## config.mk

```make
export PLATFORM = sky130hd
export DESIGN_NAME = piso_serializer
export DESIGN_NICKNAME = d
export VERILOG_FILES = /design/src/rtl/piso_serializer_pkg.sv /design/src/rtl/piso_bit_counter.sv /design/src/rtl/piso_serializer.sv
export SDC_FILE = /design/constraint.sdc
export NUM_CORES = 1
export LEC_CHECK = 0
export BUFFER_PORTS_ARGS = -buffer_cell sky130_fd_sc_hd__buf_4
export CAP_MARGIN = 20
export CELL_PAD_IN_SITES_DETAIL_PLACEMENT = 0
export CELL_PAD_IN_SITES_GLOBAL_PLACEMENT = 2
export CORE_MARGIN = 2
export CORE_UTILIZATION = 34
export DETAILED_ROUTE_END_ITERATION = 10
export PLACE_DENSITY = 0.87
export SYNTH_ARGS = -nofsm -noshare
export SYNTH_HDL_FRONTEND = slang
export SYNTH_SLANG_ARGS = --single-unit
```

## constraint.sdc

```tcl
create_clock -name clk -period 3.35 [get_ports clk]
set_clock_uncertainty 0.05 [all_clocks]
set_input_delay 0.67 -clock clk [delete_from_list [all_inputs] [get_ports clk]]
set_output_delay 0.67 -clock clk [all_outputs]
set_load 0.02 [all_outputs]
```

## src/rtl/piso_serializer_pkg.sv

```systemverilog
// Shared definitions for the parallel-in / serial-out word serializer:
// FSM state encoding, default word width and bit-counter sizing.
package piso_serializer_pkg;

  typedef enum logic [1:0] {
    IDLE   = 2'b00,
    SHIFT  = 2'b01,
    PARITY = 2'b10
  } state_t;

  localparam int DEFAULT_WIDTH = 8;

  // Bit-counter width for a given word width; never narrower than one bit.
  function automatic int cnt_width(input int width);
    return (width <= 2) ? 1 : $clog2(width);
  endfunction

endpackage

```

## src/rtl/piso_bit_counter.sv

```systemverilog
// Loadable up-counter tracking which bit of the word is on the serial line.
// Reloads to 0, stops at WIDTH-1 and flags that value as terminal count.
module piso_bit_counter
  import piso_serializer_pkg::*;
#(
  parameter int WIDTH = DEFAULT_WIDTH,
  parameter int CW    = cnt_width(WIDTH)
) (
  input  logic clk,
  input  logic reset_n,
  input  logic i_load,
  input  logic i_en,
  output logic o_tc
);

  logic [CW-1:0] r_count;

  assign o_tc = (r_count == CW'(WIDTH - 1));

  // Count register: reload wins over enable, and the count saturates at WIDTH-1.
  always_ff @(posedge clk or negedge reset_n) begin
    // NOTE: sequential state uses non-blocking assignments so every flop samples pre-edge values.
    if (!reset_n) begin
      r_count <= '0;
    end else if (i_load) begin
      r_count <= '0;
    end else if (i_en && !o_tc) begin
      r_count <= r_count + 1'b1;
    end
  end

endmodule

```

## src/rtl/piso_serializer.sv

```systemverilog
// Parallel-in / serial-out serializer with a valid/ready word input, gapless
// back-to-back words and a hold input that freezes the serial stream.
// Optional even-parity bit after each word: define PISO_SERIALIZER_PARITY_EN.
module piso_serializer
  import piso_serializer_pkg::*;
#(
  parameter int WIDTH      = DEFAULT_WIDTH,
  parameter bit MSB_FIRST  = 1'b1,
  parameter bit IDLE_LEVEL = 1'b0
) (
  input  logic             clk,
  input  logic             reset_n,
  input  logic [WIDTH-1:0] data_in,
  input  logic             data_valid,
  output logic             data_ready,
  input  logic             hold,
  output logic             serial_out,
  output logic             serial_valid,
  output logic             busy
);

  localparam int CW = cnt_width(WIDTH);

  state_t           r_state;
  state_t           w_next_state;
  logic [WIDTH-1:0] r_shift;
  logic             r_serial_out;
  logic             r_serial_valid;
`ifdef PISO_SERIALIZER_PARITY_EN
  logic             r_parity;
`endif

  logic             w_accept;
  logic             w_final;
  logic             w_tc;
  logic             w_cnt_en;
  logic             w_load_bit;
  logic [WIDTH-1:0] w_load_rest;
  logic             w_next_bit;
  logic [WIDTH-1:0] w_shift_rest;

  assign serial_out   = r_serial_out;
  assign serial_valid = r_serial_valid;

  piso_bit_counter #(
    .WIDTH (WIDTH),
    .CW    (CW)
  ) u_bit_counter (
    .clk     (clk),
    .reset_n (reset_n),
    .i_load  (w_accept),
    .i_en    (w_cnt_en),
    .o_tc    (w_tc)
  );

  // Bit ordering: first bit of a new word and the next bit of the word in flight.
  always_comb begin
    // NOTE: every combinational output is assigned on every path so no latch is inferred.
    if (MSB_FIRST) begin
      w_load_bit   = data_in[WIDTH-1];
      w_load_rest  = {data_in[WIDTH-2:0], 1'b0};
      w_next_bit   = r_shift[WIDTH-1];
      w_shift_rest = {r_shift[WIDTH-2:0], 1'b0};
    end else begin
      w_load_bit   = data_in[0];
      w_load_rest  = {1'b0, data_in[WIDTH-1:1]};
      w_next_bit   = r_shift[0];
      w_shift_rest = {1'b0, r_shift[WIDTH-1:1]};
    end
  end

  // FSM state register.
  always_ff @(posedge clk or negedge reset_n) begin
    if (!reset_n) begin
      r_state <= IDLE;
    end else begin
      r_state <= w_next_state;
    end
  end

  // FSM next-state logic; the slot ends on the last data bit or the parity bit.
  always_comb begin
    w_next_state = r_state;
    case (r_state)
      IDLE: begin
        if (w_accept) w_next_state = SHIFT;
      end
      SHIFT: begin
        if (!hold && w_tc) begin
`ifdef PISO_SERIALIZER_PARITY_EN
          w_next_state = PARITY;
`else
          w_next_state = w_accept ? SHIFT : IDLE;
`endif
        end
      end
`ifdef PISO_SERIALIZER_PARITY_EN
      PARITY: begin
        if (!hold) w_next_state = w_accept ? SHIFT : IDLE;
      end
`endif
      default: w_next_state = IDLE;
    endcase
  end

  // FSM outputs: ready in IDLE or in the final non-held cycle of a slot.
  always_comb begin
`ifdef PISO_SERIALIZER_PARITY_EN
    w_final = (r_state == PARITY);
`else
    w_final = (r_state == SHIFT) && w_tc;
`endif
    data_ready = (r_state == IDLE) || (w_final && !hold);
    w_accept   = data_valid && data_ready;
    w_cnt_en   = (r_state == SHIFT) && !hold;
    busy       = (r_state != IDLE);
  end

  // Serial datapath: load on accept, shift per non-held cycle, freeze on hold.
  always_ff @(posedge clk or negedge reset_n) begin
    if (!reset_n) begin
      r_shift        <= '0;
      r_serial_out   <= IDLE_LEVEL;
      r_serial_valid <= 1'b0;
`ifdef PISO_SERIALIZER_PARITY_EN
      r_parity       <= 1'b0;
`endif
    end else if (w_accept) begin
      r_shift        <= w_load_rest;
      r_serial_out   <= w_load_bit;
      r_serial_valid <= 1'b1;
`ifdef PISO_SERIALIZER_PARITY_EN
      r_parity       <= ^data_in;
`endif
    end else begin
      case (r_state)
        SHIFT: begin
          if (hold) begin
            r_serial_valid <= 1'b0;
          end else if (w_tc) begin
`ifdef PISO_SERIALIZER_PARITY_EN
            r_serial_out   <= r_parity;
            r_serial_valid <= 1'b1;
`else
            r_serial_out   <= IDLE_LEVEL;
            r_serial_valid <= 1'b0;
`endif
          end else begin
            r_shift        <= w_shift_rest;
            r_serial_out   <= w_next_bit;
            r_serial_valid <= 1'b1;
          end
        end
`ifdef PISO_SERIALIZER_PARITY_EN
        PARITY: begin
          if (hold) begin
            r_serial_valid <= 1'b0;
          end else begin
            r_serial_out   <= IDLE_LEVEL;
            r_serial_valid <= 1'b0;
          end
        end
`endif
        default: begin
          r_serial_out   <= IDLE_LEVEL;
          r_serial_valid <= 1'b0;
        end
      endcase
    end
  end

endmodule

```

==> run_summary.xml <==
<?xml version="1.0" encoding="UTF-8"?>
<metrics>
  <group name="clocking">
    <metric name="cts_tree" unit="">built</metric>
    <metric name="clock_path_buffers" unit="">2</metric>
    <metric name="post_cts_hold_buffer_count" unit="">0</metric>
    <metric name="htree_num_levels" unit="">1</metric>
    <metric name="root_buffer" unit="">sky130_fd_sc_hd__clkbuf_4</metric>
    <metric name="tritoncts_num_sinks" unit="">13</metric>
    <metric name="cts-resized-gates" unit="">0</metric>
    <metric name="clock_buffers_created_by_tritoncts" unit="">3</metric>
    <metric name="postCtsSetupRepairBufs" unit="">0</metric>
    <metric name="path_clk_slew" unit="ns">0.08</metric>
    <metric name="worstSkewPairLatency" unit="ns">0.27</metric>
  </group>
  <group name="placed_design">
    <metric name="buffer_ports.inserted" unit="">15</metric>
    <metric name="post-dp-hpwl" unit="um">983</metric>
    <metric name="post-place-cells" unit="">91</metric>
    <metric name="gpl.final_weighted_congestion" unit="">0.719</metric>
  </group>
  <group name="sta">
    <metric name="tns" unit="ns">0</metric>
    <metric name="worst_hold_slack" unit="ns">0.168</metric>
    <metric name="report.final.slew_viol_count" unit="">0</metric>
    <metric name="final_worst_path_cycle_share" unit="">0.702</metric>
    <metric name="clock.fmax" unit="GHz">0.425</metric>
    <metric name="timing.final.setup_violations" unit="">0</metric>
    <metric name="grt_setup_unrepaired" unit="">no</metric>
    <metric name="normalized_max_slew_margin" unit="">0.771</metric>
    <metric name="timing.final.crit_period" unit="ns">2.35</metric>
    <metric name="pin_slew_with_the_least_headroom_to_its_limit" unit="ns">0.344</metric>
    <metric name="report.final.hold_viol_count" unit="">0</metric>
  </group>
  <group name="global_routing">
    <metric name="via_count_of_the_first_global_routing_pass" unit="">494</metric>
    <metric name="grt_max_degree" unit="">14</metric>
    <metric name="antenna_violations_before_repair" unit="">0</metric>
    <metric name="grt_usage" unit="">0.137</metric>
    <metric name="grt_pass1_wl" unit="um">2130</metric>
    <metric name="grt.overflow.total" unit="">0</metric>
  </group>
  <group name="routing">
    <metric name="first_iter_violations" unit="">27</metric>
    <metric name="met2_length" unit="um">613</metric>
    <metric name="postRouteAntennaNets" unit="">0</metric>
    <metric name="first_pass_iters" unit="">4</metric>
    <metric name="wl" unit="um">1380</metric>
    <metric name="avgRoutedWirePerCell" unit="um">14.5</metric>
    <metric name="vias" unit="">519</metric>
    <metric name="highest_metal_used" unit="">met4</metric>
    <metric name="viasPerCell" unit="">5.46</metric>
    <metric name="m1WireLength" unit="um">684</metric>
    <metric name="routed_wire_length_on_met3" unit="um">61</metric>
    <metric name="route.detailed.drc" unit="">0</metric>
  </group>
  <group name="worst_setup_path">
    <metric name="crit_arrival" unit="ns">1.63</metric>
    <metric name="path_max_fanout" unit="">7</metric>
    <metric name="r2r-end" unit="">r_shift[3]$_DFFE_PN0P_</metric>
    <metric name="r2r_cells" unit="">5</metric>
    <metric name="r2r_start" unit="">u_bit_counter.r_count[0]$_DFFE_PN0P_</metric>
    <metric name="worstPathRequired" unit="ns">2.63</metric>
    <metric name="r2r_slack" unit="ns">1.66</metric>
    <metric name="cp-end-kind" unit="">output port</metric>
    <metric name="setup.worst_path.start_class" unit="">register</metric>
    <metric name="crit_type" unit="">reg -&gt; out</metric>
  </group>
  <group name="floorplan">
    <metric name="placeable_core_region" unit="um2">1760</metric>
    <metric name="ios" unit="">16</metric>
    <metric name="dieWidth" unit="um">47.8</metric>
    <metric name="start_util" unit="">0.370</metric>
    <metric name="dieHeight" unit="um">47.8</metric>
    <metric name="placement_rows" unit="">15</metric>
    <metric name="die_area" unit="um2">2290</metric>
  </group>
  <group name="logic_synthesis">
    <metric name="register_area_share_after_synthesis" unit="">0.498</metric>
    <metric name="synth.net_count" unit="">68</metric>
    <metric name="ys_seq_elements" unit="">13</metric>
    <metric name="synth_xor_area_frac" unit="">0</metric>
    <metric name="synth_area" unit="um2">653</metric>
    <metric name="synth_mux_area_frac" unit="">0.0172</metric>
    <metric name="synth_top_family_by_area" unit="">compound AO/OA/AOI/OAI gates</metric>
    <metric name="yosysWarningCount" unit="">0</metric>
    <metric name="post_synth_fa_ha_maj_area_fraction" unit="">0.0383</metric>
    <metric name="cells_after_synth" unit="">54</metric>
    <metric name="synthesis.area_per_instance" unit="um2">12.1</metric>
    <metric name="yosysUniqueCellTypes" unit="">20</metric>
    <metric name="synth_simple_gate_area_share" unit="">0.0996</metric>
    <metric name="synth_compound_gate_area_share" unit="">0.291</metric>
  </group>
  <group name="layout">
    <metric name="final_cells" unit="">95</metric>
    <metric name="drive_gt1_frac" unit="">0.371</metric>
    <metric name="nNetsFinal" unit="">85</metric>
    <metric name="seq_area" unit="um2">325</metric>
    <metric name="most-common-layout-cells" unit="">sky130_fd_sc_hd__buf_4 (15), sky130_fd_sc_hd__dfrtp_1 (13), sky130_fd_sc_hd__o32a_1 (6), sky130_fd_sc_hd__or3_1 (6), sky130_fd_sc_hd__o221a_1 (4)</metric>
    <metric name="num-fill-cells" unit="">184</metric>
    <metric name="synthToLayoutAreaGrowth" unit="%">23.0</metric>
    <metric name="final_core_utilization" unit="">0.455</metric>
    <metric name="antennaDiodeCount" unit="">0</metric>
    <metric name="final_common_cell" unit="">sky130_fd_sc_hd__buf_4</metric>
    <metric name="area_of_the_multi_input_gates" unit="um2">292</metric>
  </group>
  <group name="run_status">
    <metric name="outcome" unit="">finished clean</metric>
  </group>
  <group name="pwr">
    <metric name="power.static_leakage" unit="nW">0.346</metric>
    <metric name="power.density" unit="nW/um2">673</metric>
    <metric name="maximum_vdd_ir_drop" unit="V">0.000236</metric>
  </group>
  <group name="min_path">
    <metric name="min-delay-path-class" unit="">in -&gt; async</metric>
  </group>
  <group name="flow_run">
    <metric name="max_cap_violations" unit="">0</metric>
  </group>
</metrics>
-- through the flow --
| step | instance area, um2 | total power [W] | setup slack [ns] |
|---|---|---|---|
| detailed placement | 776 | 0.000448 | 1.31 |
| global placement | 776 | 0.000443 | 1.34 |
| finish | 803 | 0.000541 | 0.998 |
| global route | 803 | 0.000575 | 0.904 |
| floorplan | 653 | 0.000387 | 1.45 |
| CTS | 803 | 0.000545 | 0.997 |
-- registers in the layout, indices dropped and copies added, names as in the netlist --
register               count
r_shift                    7
r_state                    1
serial_out                 1
serial_valid               1
u_bit_counter.r_count      3
-- cells by family after synthesis --
kind of cell / count (synthesis)
AOI/OAI and AO/OA: 19
and+or+nand+nor: 12
DFF: 13
muxes: 1
adders and majority gates: 2
buffers and inverters: 7
-- synthesized netlist by cell type --
master	n	area, um2
sky130_fd_sc_hd__nor2_1	2	7.51
sky130_fd_sc_hd__o221a_2	2	22.5
sky130_fd_sc_hd__dfrtp_1	13	325
sky130_fd_sc_hd__nand2b_1	1	6.26
sky130_fd_sc_hd__or3_1	6	37.5
sky130_fd_sc_hd__buf_6	1	11.3
sky130_fd_sc_hd__nor2b_1	1	6.26
sky130_fd_sc_hd__inv_1	2	7.51
sky130_fd_sc_hd__buf_2	2	10.0
sky130_fd_sc_hd__ha_1	2	25.0
sky130_fd_sc_hd__mux2_2	1	11.3
sky130_fd_sc_hd__o221a_1	4	45.0
sky130_fd_sc_hd__o32a_1	6	60.1
sky130_fd_sc_hd__inv_2	2	7.51
sky130_fd_sc_hd__a32o_1	2	20.0
sky130_fd_sc_hd__nand2_1	2	7.51
sky130_fd_sc_hd__a32o_2	1	11.3
sky130_fd_sc_hd__o21ai_2	1	8.76
sky130_fd_sc_hd__o21ai_1	1	5.00
sky130_fd_sc_hd__a22o_1	2	17.5
-- cell type report --
cell class	count	area share
sequential	13	0.405
multi-input combinational	34	0.363
timing repair buffer	15	0.140
tap	25	0.0389
clock buffer	3	0.0280
inverter	4	0.0187
clock inverter	1	0.00623
-- how the worst max path moves through the flow --
stage | start | to | slack [ns] | cells after the start
6_report | u_bit_counter.r_count[0]$_DFFE_PN0P_ | data_ready | 1.0 | 5
3_5_place_dp | u_bit_counter.r_count[0]$_DFFE_PN0P_ | data_ready | 1.31 | 5
4_1_cts | u_bit_counter.r_count[0]$_DFFE_PN0P_ | data_ready | 1.0 | 5
2_1_floorplan | u_bit_counter.r_count[0]$_DFFE_PN0P_ | data_ready | 1.45 | 4
5_1_grt | u_bit_counter.r_count[0]$_DFFE_PN0P_ | data_ready | 0.90 | 5
3_3_place_gp | u_bit_counter.r_count[0]$_DFFE_PN0P_ | data_ready | 1.34 | 5
-- worst max-delay path: stages, from the launching register on --
cell and delay (ns):
sky130_fd_sc_hd__dfrtp_1 0.39, sky130_fd_sc_hd__ha_1 0.20, sky130_fd_sc_hd__ha_1 0.22, sky130_fd_sc_hd__inv_1 0.19, sky130_fd_sc_hd__o21ai_1 0.16, sky130_fd_sc_hd__buf_4 0.21
-- routing by layer --
| layer | up-vias | track usage |
|---|---|---|
| li1 | 248 | - |
| met1 | 252 | 0.176 |
| met2 | 15 | 0.208 |
| met3 | 4 | 0.0226 |
| met4 | 0 | 0.0973 |
| met5 | - | 0 |
-- where the power goes --
group          leakage (nW)  switching [W]  internal (W)
registers             0.149      0.0000346      0.000212
clock network        0.0177      0.0000519     0.0000442
logic                 0.180      0.0000858      0.000112
total                 0.346       0.000172      0.000368
Power figures use the tool's default switching activity.
